$ cat config.mk
export PLATFORM = sky130hd
export DESIGN_NAME = jtdsp16_rbus_ctrl_flat
export DESIGN_NICKNAME = d
export VERILOG_FILES = /design/src/rtl/jtdsp16_rbus_ctrl_if.sv /design/src/rtl/jtdsp16_rbus_ctrl.sv /design/src/flat_wrapper.sv
export SDC_FILE = /design/constraint.sdc
export NUM_CORES = 1
export LEC_CHECK = 0
export ABC_AREA = 1
export CORE_MARGIN = 2
export CORE_UTILIZATION = 39
export DETAILED_ROUTE_END_ITERATION = 7
export HOLD_SLACK_MARGIN = 0.02
export PLACE_DENSITY = 0.76
export SYNTH_ARGS = -nofsm -noshare
export SYNTH_HDL_FRONTEND = slang
export SYNTH_SLANG_ARGS = --single-unit
$ cat constraint.sdc
create_clock -name clk -period 1.46 [get_ports clk]
set_input_delay 0.292 -clock clk [delete_from_list [all_inputs] [get_ports clk]]
set_output_delay 0.292 -clock clk [all_outputs]
set_load 0.02 [all_outputs]
$ cat src/rtl/jtdsp16_rbus_ctrl_if.sv
// rtl/jtdsp16_rbus_ctrl_if.sv - core, host and register-file signals of the R-bus controller
// Optional error outputs are present when JTDSP16_RBUS_ERR_EN is defined.
interface jtdsp16_rbus_ctrl_if;
  logic        core_req;
  logic        core_we;
  logic [5:0]  core_addr;
  logic [15:0] core_wdata;
  logic        core_stall;
  logic        core_rvalid;
  logic [15:0] core_rdata;
  logic        host_req;
  logic        host_we;
  logic [5:0]  host_addr;
  logic [15:0] host_wdata;
  logic        host_ack;
  logic [15:0] host_rdata;
  logic [15:0] rmux;
  logic [2:0]  rsel;
  logic [5:0]  reg_addr;
  logic [15:0] reg_wdata;
  logic        yaau_we;
  logic        xaau_we;
  logic        dau_we;
  logic        if_we;
`ifdef JTDSP16_RBUS_ERR_EN
  logic        rbus_err;
  logic [7:0]  rbus_errcnt;
`endif

  modport slave (
    input  core_req, core_we, core_addr, core_wdata,
    input  host_req, host_we, host_addr, host_wdata, rmux,
    output core_stall, core_rvalid, core_rdata, host_ack, host_rdata,
    output rsel, reg_addr, reg_wdata, yaau_we, xaau_we, dau_we, if_we
`ifdef JTDSP16_RBUS_ERR_EN
    , output rbus_err, rbus_errcnt
`endif
  );

  modport master (
    output core_req, core_we, core_addr, core_wdata,
    output host_req, host_we, host_addr, host_wdata, rmux,
    input  core_stall, core_rvalid, core_rdata, host_ack, host_rdata,
    input  rsel, reg_addr, reg_wdata, yaau_we, xaau_we, dau_we, if_we
`ifdef JTDSP16_RBUS_ERR_EN
    , input rbus_err, rbus_errcnt
`endif
  );
endinterface

$ cat src/rtl/jtdsp16_rbus_ctrl.sv
// rtl/jtdsp16_rbus_ctrl.sv - R-bus sequencer and core/host arbiter with host anti-starvation
// Optional sticky error flag and counter when JTDSP16_RBUS_ERR_EN is defined.
module jtdsp16_rbus_ctrl #(
  parameter int unsigned STARVE_MAX = 8
) (
  input  logic               clk,
  input  logic               rst_n,
  input  logic               cen,
  jtdsp16_rbus_ctrl_if.slave bus
);
  localparam logic [7:0] SMAX = 8'(STARVE_MAX);

  typedef enum logic [1:0] {IDLE = 2'd0, CORE_CAP = 2'd1, HOST_CAP = 2'd2} state_t;

  state_t      state, state_nxt;
  logic [7:0]  starve;
  logic [3:0]  strobe, strobe_nxt;
  logic        hreq, forced, core_gnt, host_gnt, gnt, g_we;
  logic [5:0]  g_addr;
  logic [15:0] g_wdata, cap_data;

  always_ff @(posedge clk) begin
    if (!rst_n)   state <= IDLE;
    else if (cen) state <= state_nxt;
  end

  always_comb begin
    state_nxt = state;
    case (state)
      IDLE:    if (gnt && !g_we) state_nxt = core_gnt ? CORE_CAP : HOST_CAP;
      default: state_nxt = IDLE;
    endcase
  end

  // A host request whose ack is already showing is complete and must not be re-granted
  assign hreq = bus.host_req & ~bus.host_ack;

  always_comb begin
    forced   = (state == IDLE) && hreq && (starve == SMAX);
    core_gnt = (state == IDLE) && bus.core_req && !forced;
    host_gnt = (state == IDLE) && hreq && !core_gnt;
    gnt      = core_gnt || host_gnt;
    g_we     = core_gnt ? bus.core_we    : bus.host_we;
    g_addr   = core_gnt ? bus.core_addr  : bus.host_addr;
    g_wdata  = core_gnt ? bus.core_wdata : bus.host_wdata;
    strobe_nxt = 4'd0;
    if (gnt && g_we && !g_addr[5]) strobe_nxt[g_addr[4:3]] = 1'b1;
    cap_data = bus.reg_addr[5] ? 16'd0 : bus.rmux;
    bus.core_stall = bus.core_req && !core_gnt;
  end

  assign {bus.if_we, bus.dau_we, bus.xaau_we, bus.yaau_we} = strobe;

  always_ff @(posedge clk) begin
    if (!rst_n) begin
      strobe          <= 4'd0;
      starve          <= 8'd0;
      bus.rsel        <= 3'd0;
      bus.reg_addr    <= 6'd0;
      bus.reg_wdata   <= 16'd0;
      bus.core_rdata  <= 16'd0;
      bus.core_rvalid <= 1'b0;
      bus.host_rdata  <= 16'd0;
      bus.host_ack    <= 1'b0;
    end else if (cen) begin
      strobe          <= strobe_nxt;
      bus.core_rvalid <= (state == CORE_CAP);
      bus.host_ack    <= (state == HOST_CAP) || (host_gnt && g_we);
      if (gnt) begin
        bus.reg_addr <= g_addr;
        if (g_we) bus.reg_wdata <= g_wdata;
        else      bus.rsel      <= {1'b0, g_addr[4:3]};
      end
      if (state == CORE_CAP) bus.core_rdata <= cap_data;
      if (state == HOST_CAP) bus.host_rdata <= cap_data;
      if (host_gnt || !hreq)  starve <= 8'd0;
      else if (starve != SMAX) starve <= starve + 8'd1;
    end
  end

`ifdef JTDSP16_RBUS_ERR_EN
  logic err_clr, err_hit;
  assign err_clr = host_gnt && bus.host_we && (bus.host_addr == 6'd63);
  assign err_hit = gnt && g_addr[5] && !err_clr;

  always_ff @(posedge clk) begin
    if (!rst_n) begin
      bus.rbus_err    <= 1'b0;
      bus.rbus_errcnt <= 8'd0;
    end else if (cen) begin
      if (err_clr) begin
        bus.rbus_err    <= 1'b0;
        bus.rbus_errcnt <= 8'd0;
      end else if (err_hit) begin
        bus.rbus_err <= 1'b1;
        if (bus.rbus_errcnt != 8'hff) bus.rbus_errcnt <= bus.rbus_errcnt + 8'd1;
      end
    end
  end
`endif
endmodule

$ cat src/flat_wrapper.sv
// flat-port wrapper written by rule: the top's interface ports become plain ports
module jtdsp16_rbus_ctrl_flat 
#(
  parameter int unsigned STARVE_MAX = 8
)
  (clk, rst_n, cen, bus_core_req, bus_core_we, bus_core_addr, bus_core_wdata, bus_host_req, bus_host_we, bus_host_addr, bus_host_wdata, bus_rmux, bus_core_stall, bus_core_rvalid, bus_core_rdata, bus_host_ack, bus_host_rdata, bus_rsel, bus_reg_addr, bus_reg_wdata, bus_yaau_we, bus_xaau_we, bus_dau_we, bus_if_we);
  jtdsp16_rbus_ctrl_if bus_i ();
  input  logic clk;
  input  logic rst_n;
  input  logic cen;
  input wire logic [$bits(bus_i.core_req)-1:0] bus_core_req;
  input wire logic [$bits(bus_i.core_we)-1:0] bus_core_we;
  input wire logic [$bits(bus_i.core_addr)-1:0] bus_core_addr;
  input wire logic [$bits(bus_i.core_wdata)-1:0] bus_core_wdata;
  input wire logic [$bits(bus_i.host_req)-1:0] bus_host_req;
  input wire logic [$bits(bus_i.host_we)-1:0] bus_host_we;
  input wire logic [$bits(bus_i.host_addr)-1:0] bus_host_addr;
  input wire logic [$bits(bus_i.host_wdata)-1:0] bus_host_wdata;
  input wire logic [$bits(bus_i.rmux)-1:0] bus_rmux;
  output wire logic [$bits(bus_i.core_stall)-1:0] bus_core_stall;
  output wire logic [$bits(bus_i.core_rvalid)-1:0] bus_core_rvalid;
  output wire logic [$bits(bus_i.core_rdata)-1:0] bus_core_rdata;
  output wire logic [$bits(bus_i.host_ack)-1:0] bus_host_ack;
  output wire logic [$bits(bus_i.host_rdata)-1:0] bus_host_rdata;
  output wire logic [$bits(bus_i.rsel)-1:0] bus_rsel;
  output wire logic [$bits(bus_i.reg_addr)-1:0] bus_reg_addr;
  output wire logic [$bits(bus_i.reg_wdata)-1:0] bus_reg_wdata;
  output wire logic [$bits(bus_i.yaau_we)-1:0] bus_yaau_we;
  output wire logic [$bits(bus_i.xaau_we)-1:0] bus_xaau_we;
  output wire logic [$bits(bus_i.dau_we)-1:0] bus_dau_we;
  output wire logic [$bits(bus_i.if_we)-1:0] bus_if_we;
  assign bus_i.core_req = bus_core_req;
  assign bus_i.core_we = bus_core_we;
  assign bus_i.core_addr = bus_core_addr;
  assign bus_i.core_wdata = bus_core_wdata;
  assign bus_i.host_req = bus_host_req;
  assign bus_i.host_we = bus_host_we;
  assign bus_i.host_addr = bus_host_addr;
  assign bus_i.host_wdata = bus_host_wdata;
  assign bus_i.rmux = bus_rmux;
  assign bus_core_stall = bus_i.core_stall;
  assign bus_core_rvalid = bus_i.core_rvalid;
  assign bus_core_rdata = bus_i.core_rdata;
  assign bus_host_ack = bus_i.host_ack;
  assign bus_host_rdata = bus_i.host_rdata;
  assign bus_rsel = bus_i.rsel;
  assign bus_reg_addr = bus_i.reg_addr;
  assign bus_reg_wdata = bus_i.reg_wdata;
  assign bus_yaau_we = bus_i.yaau_we;
  assign bus_xaau_we = bus_i.xaau_we;
  assign bus_dau_we = bus_i.dau_we;
  assign bus_if_we = bus_i.if_we;
  jtdsp16_rbus_ctrl #(.STARVE_MAX(STARVE_MAX)) u_core (.clk(clk), .rst_n(rst_n), .cen(cen), .bus(bus_i));
endmodule
# Yosys cells after proc, flatten, opt, wreduce, memory -nomap -nowiden
# Index checks and enable logic that the tools add are counted.
# op_classes
add_sub_neg	1
n_reduce_logical	28
magnitude_cmp	2
bitwise	3
muxes	12
eq_ne	5
# ops
operator	n
two-way mux 16 bit	2
two-way mux 8 bit	2
logical AND 1 bit	11
AND reduction 2 bit	5
adder 8 x 1 -> 8 bit, second input constant	1
equality test 8 x 4 -> 1 bit, second input constant	1
!= test 8 x 4 -> 1 bit, second input constant	1
two-way mux 2 bit	3
two-way mux 6 bit	1
AND reduction 3 bit	2
zero test 1 bit	5
two-way mux 4 bit	1
logical OR 1 bit	3
less-than comparator 2 x 3 -> 1 bit, second input constant	1
demux 1 bit (select 2 bit)	1
equality test 2 x 1 -> 1 bit, second input constant	1
equality test 2 bit, second input constant	1
>= comparator 2 x 1 -> 1 bit, second input constant	1
zero test 2 bit	1
two-way mux 1 bit	2
!= test 2 x 1 -> 1 bit, second input constant	1
NOT 1 bit	2
nonzero test 2 bit	1
bitwise AND 1 bit	1
# word_totals
input_bits	67
ff_bits	72
word_cells	61
output_inout_bits	64

# Depth between registers and ports, before layout
# depth
word_depth	12
depth_mapped	12
ltp_nobuf	12

# Worst setup path before layout
# No wires, ideal clock.
# synth_path
path_type	reg2out
startpoint	register u_core.starve[0]
endpoint	output port bus_core_stall
arrival_ps	1332
slack_ps	-164
n_path_buf	1
stages_incl_launch_ff	8
required_ps	1168
path_cell_list	dfxtp_1 inv_1 ha_1 nand3_2 nor2_4 a21boi_4 buf_4 nor2_1
# synth_via
elab_chain_cells	6
# synth_rtl
element	line_no	source
from (decl)	jtdsp16_rbus_ctrl.sv:16	logic [7:0] starve;
from (signal assigned)	jtdsp16_rbus_ctrl.sv:77	else if (starve != SMAX) starve <= starve + 8'd1;
equality test 8 x 4 -> 1 bit	jtdsp16_rbus_ctrl.sv:39	forced = (state == IDLE) && hreq && (starve == SMAX);
logical AND 1 bit	jtdsp16_rbus_ctrl.sv:39	
zero test 1 bit	jtdsp16_rbus_ctrl.sv:40	core_gnt = (state == IDLE) && bus.core_req && !forced;
logical AND 1 bit	jtdsp16_rbus_ctrl.sv:40	
zero test 1 bit	jtdsp16_rbus_ctrl.sv:49	bus.core_stall = bus.core_req && !core_gnt;
logical AND 1 bit	jtdsp16_rbus_ctrl.sv:49	
to (decl)	flat_wrapper.sv:20	output wire logic [$bits(bus_i.core_stall)-1:0] bus_core_stall;
# No other way between the ends.

# Final worst setup path
# layout_path
startpoint	register u_core.starve[0]
endpoint	register u_core.bus.reg_wdata[9]
# layout_via
elab_chain_cells	8
word_cells_on_any_way	10
classes_between	eq/ne (1); mux (2); reduce/logical (7)
# layout_rtl
element	line_no	source
equality test 8 x 4 -> 1 bit (*)	jtdsp16_rbus_ctrl.sv:39	
logical AND 1 bit (*)	jtdsp16_rbus_ctrl.sv:39	
zero test 1 bit (*)	jtdsp16_rbus_ctrl.sv:40	
logical AND 1 bit (*)	jtdsp16_rbus_ctrl.sv:40	
zero test 1 bit	jtdsp16_rbus_ctrl.sv:41	host_gnt = (state == IDLE) && hreq && !core_gnt;
logical AND 1 bit	jtdsp16_rbus_ctrl.sv:41	
logical OR 1 bit	jtdsp16_rbus_ctrl.sv:42	gnt = core_gnt || host_gnt;
AND reduction 3 bit (no source line)	--	
to (signal assigned)	jtdsp16_rbus_ctrl.sv:71	if (g_we) bus.reg_wdata <= g_wdata;
to (decl)	jtdsp16_rbus_ctrl_if.sv:34	output rsel, reg_addr, reg_wdata, yaau_we, xaau_we, dau_we, if_we
# Every way passes the cells marked *; elsewhere a longest branch is shown, timed or not.
# A chain may end at the register's enable or synchronous reset.

==> reports/metrics.csv <==
stage;metric;value;unit
run_status;outcome;finished, violations left;
run_status;violations;negative setup slack;
min_path;hold_path_class;reg -> reg;
synthesis;syn_inst;458;
synthesis;synthXorXnorAreaFrac;0.008055;
synthesis;ys_seq_area_frac;0.4419;
synthesis;yosysWarnings;0;
global_route;grt_use_total;0.2207;
place;hpwl;7009;µm
floorplan;die_area;0.009112;mm²
synthesis;synth.mux.area_fraction;0;
setup_path;end_kind;flip-flop;
setup_path;critical_path.max_fanout;6;
final_layout;ff_latch_area;0.001448;mm²
floorplan;rows;33;
setup_path;critical_path_buf_inv_count;3;
synthesis;yosys.area_share.adder;0.007672;
final_layout;area_growth_syn_to_layout;75.22;%
synthesis;postSynthNetCount;527;
timing;max_freq;588.2;MHz
setup_path;reg2reg_depth;12;
min_path;min_to;u_core.bus.reg_wdata[15];
clocking;cts_buffer_depth;2;
timing;finalMaxSlewViolations;0;
final_layout;final_area;0.005715;mm²
clocking;clock-sinks;72;
setup_path;critPathMostFrequentCell;nand2_8;
floorplan;placeableCoreArea;0.008175;mm²
timing;setup_ws;-240.2;ps
synthesis;synth.distinct_cells;36;
place;post-place-ws;-605.3;ps
drt;wl_per_cell;14.76;µm
floorplan;die_w;95.46;µm
drt;routed_wl;11010;µm
clocking;root_buffer;clkbuf_8;
setup_path;timing.rr.start;u_core.starve[0];
global_route;overflow;0;
setup_path;crit_arrival;1980;ps
setup_path;crit_chain;inv_2, ha_4, nand3_4, nor2_4, buf_6, nand2_8, nand2_8, nand2_8, nand3_4, clkbuf_16, o21ai_1, a21oi_1;
synthesis;yosys-top-cells-area;dfxtp_1 (44%), nand2_1 (13%), a21oi_1 (7.4%);
global_route;grt_pass1_wl;15660;µm
timing;timing.final.crit_share;1.164;
power_and_ir_drop;powerDensity;907.6;mW/mm²
synthesis;synth_top_area_share;0.4419;
synthesis;yosysTopAreaCell;dfxtp_1;
power_and_ir_drop;p_leak;2.698;nW
floorplan;die_y;95.46;µm
clocking;path_clk_slew;80;ps
final_layout;antenna_cells;0;
timing;clock_skew;7.833;ps
timing;setup_viol;40;
setup_path;cp-start-kind;flip-flop;
power_and_ir_drop;irDropWorstVdd;0.5411;mV
final_layout;fillers;667;
timing;fin_tns_setup;-6358;ps
setup_path;critPathKind;reg -> reg;
timing;hold_viol_final;0;
synthesis;async_flop_share;0;
clocking;cts_max_level;3;
drt;vias;3604;
timing;whs;441.2;ps
setup_path;worst_path_dominant_cell_family;simple AND/OR/NAND/NOR gates;
place;dpl-instance-area;0.004950;mm²
min_path;hp-start;u_core.bus.reg_wdata[15];
clocking;clk_latency;350;ps
drt;first_iter_violations;123;
final_layout;multi_input_area;0.001916;mm²
global_route;grt_pass1_vias;3426;
place;gp_congestion;0.8093;
drt;first_pass_iters;4;
setup_path;r2r_end;u_core.bus.reg_wdata[9];
floorplan;start_util;0.3990;
synthesis;synthFlopType;dfxtp_1;
synthesis;synthSimpleGateAreaFrac;0.2743;
synthesis;synth_top_family_by_area;simple AND/OR/NAND/NOR gates;
floorplan;io_pins;131;
setup_path;cp_data_required_time;1740;ps
min_path;holdPathStages;2;
clocking;cts_tree;built;
setup_path;r2r_slack;-240;ps
final_layout;nets;705;
global_route;antenna_found_initial;0;
setup_path;startpoint;u_core.starve[0];
synthesis;postSynthAreaPerCell;7.122;µm²
drt;ant_nets;0;
global_route;grt_max_degree;26;
timing;rsz0062_at_grt;yes;
place;port_buffers;129;
synthesis;netlist_area;0.003262;mm²
synthesis;synth_edf_count;0;
setup_path;slowest_stage;dfxtp_2;
synthesis;synth_compound_area_frac;0.1684;
final_layout;fin_util;0.6991;
final_layout;drive_above_1_share;0.2746;
timing;min_period;1700;ps
clocking;cts_buffers;9;
drt;drc;0;
drt;via_per_inst;4.831;
setup_path;max_stage_delay;330;ps
flow_run;drv_cap;0;
synthesis;synth.ff_latch_count;72;
layout make-up:
type	instances	area share
timing repair buffer	188	0.3174
clock inverter	6	0.01182
multi-input combinational	312	0.3352
clock buffer	10	0.02408
sequential	72	0.2533
tap	105	0.02299
inverter	53	0.03525
worst max path at each step:
stage	endpoint	slack, ps	cells after the start
after floorplan	u_core.bus.reg_wdata[10]	0.5	11
final	u_core.bus.reg_wdata[9]	-240	12
after global routing	u_core.bus.reg_wdata[9]	-320	12
after CTS	u_core.bus.reg_wdata[7]	-200	12
after detailed placement	u_core.starve[0]	-610	9
after global placement	bus_core_stall	-600	6
worst reg2reg max path, delay by kind of cell (launching register included):
| kind | cells | cell delay [ps] |
|---|---|---|
| and+or+nand+nor | 6 | 580 |
| AOI/OAI and AO/OA | 2 | 190 |
| buffers and inverters | 3 | 390 |
| DFF | 1 | 330 |
| adders and majority gates | 1 | 140 |
synth_stat cells, types with 3 or more instances:
cell and count:
nand3_1 18, a21oi_1 48, nand2_1 114, o211ai_1 4, nor2_4 3, buf_4 6
xor2_1 3, nand2_4 3, nor3_1 3, dfxtp_1 72, nor2_1 51, buf_2 5
inv_2 3, inv_1 48, clkbuf_1 6, o21ai_1 5, o21ai_0 41
power by group:
part | internal [mW] | leakage [nW] | switching (mW) | total (mW)
registers | 2.07 | 0.588 | 0.0529 | 2.12
logic | 0.670 | 2.01 | 0.770 | 1.44
clock network | 0.841 | 0.0989 | 0.784 | 1.63
total | 3.58 | 2.70 | 1.61 | 5.19
cells by family after synthesis:
logic type      count (synthesis)
simple gates                  203
xor+xnor                        3
fa+ha+maj                       2
buf+inv                        74
flops                          72
other cells                     1
compound gates                103
placed cells by master (no fill, tap or decap), types with 3 or more instances in the layout:
| master | instances |
|---|---|
| nand2_4 | 10 |
| o21ai_0 | 25 |
| nand3_1 | 6 |
| clkbuf_8 | 10 |
| a21oi_1 | 39 |
| a21oi_2 | 9 |
| buf_6 | 13 |
| nand2_2 | 17 |
| nand2_8 | 5 |
| nor2_4 | 10 |
| o21ai_2 | 8 |
| o211ai_1 | 4 |
| inv_1 | 40 |
| xor2_1 | 3 |
| inv_2 | 10 |
| o21ai_1 | 13 |
| dlygate4sd2_1 | 63 |
| buf_12 | 6 |
| nand2_1 | 87 |
| nor2_1 | 43 |
| nor2_2 | 3 |
| nand3_4 | 5 |
| dfxtp_2 | 5 |
| dfxtp_1 | 67 |
| buf_4 | 38 |
| clkdlybuf4s50_1 | 64 |
| nand3_2 | 9 |
sequential cells by signal, indices dropped and copies added (netlist names):
name and cells:
u_core.bus.reg_wdata 16, u_core.bus.host_ack 1, u_core.bus.reg_addr 6, u_core.bus.core_rdata 16, u_core.strobe 4, u_core.bus.host_rdata 16
u_core.bus.rsel 2, u_core.state 2, u_core.bus.core_rvalid 1, u_core.starve 8
metal layers:
metal / global-route usage / wire length, µm / share of wire / up-vias
met1: 0.2552 / 4430 / 0.40 / 1660
met3: 0.05375 / 697 / 0.063 / 20
met4: 0.07381 / 204 / 0.019 / 0
met5: 0 / 0 / 0 / -
li1: - / - / - / 1817
met2: 0.3973 / 5677 / 0.52 / 107
per-stage QoR:
step | power, mW | instances
3_5_place_dp | 3.336 | 713
5_1_grt | 5.411 | 746
2_1_floorplan | 2.760 | 458
3_3_place_gp | 3.314 | 713
6_report | 5.188 | 746
4_1_cts | 5.073 | 739
timing repair:
action / 4_1_cts / 5_1_grt
pin swaps: 22 / 22
setup endpoints to repair: 102 / 42
resized for setup: 133 / 60
cloned: 1 / 2
hold buffers: 0 / 0
buffers inserted: 9 / 7
Power figures use the tool's default switching activity.
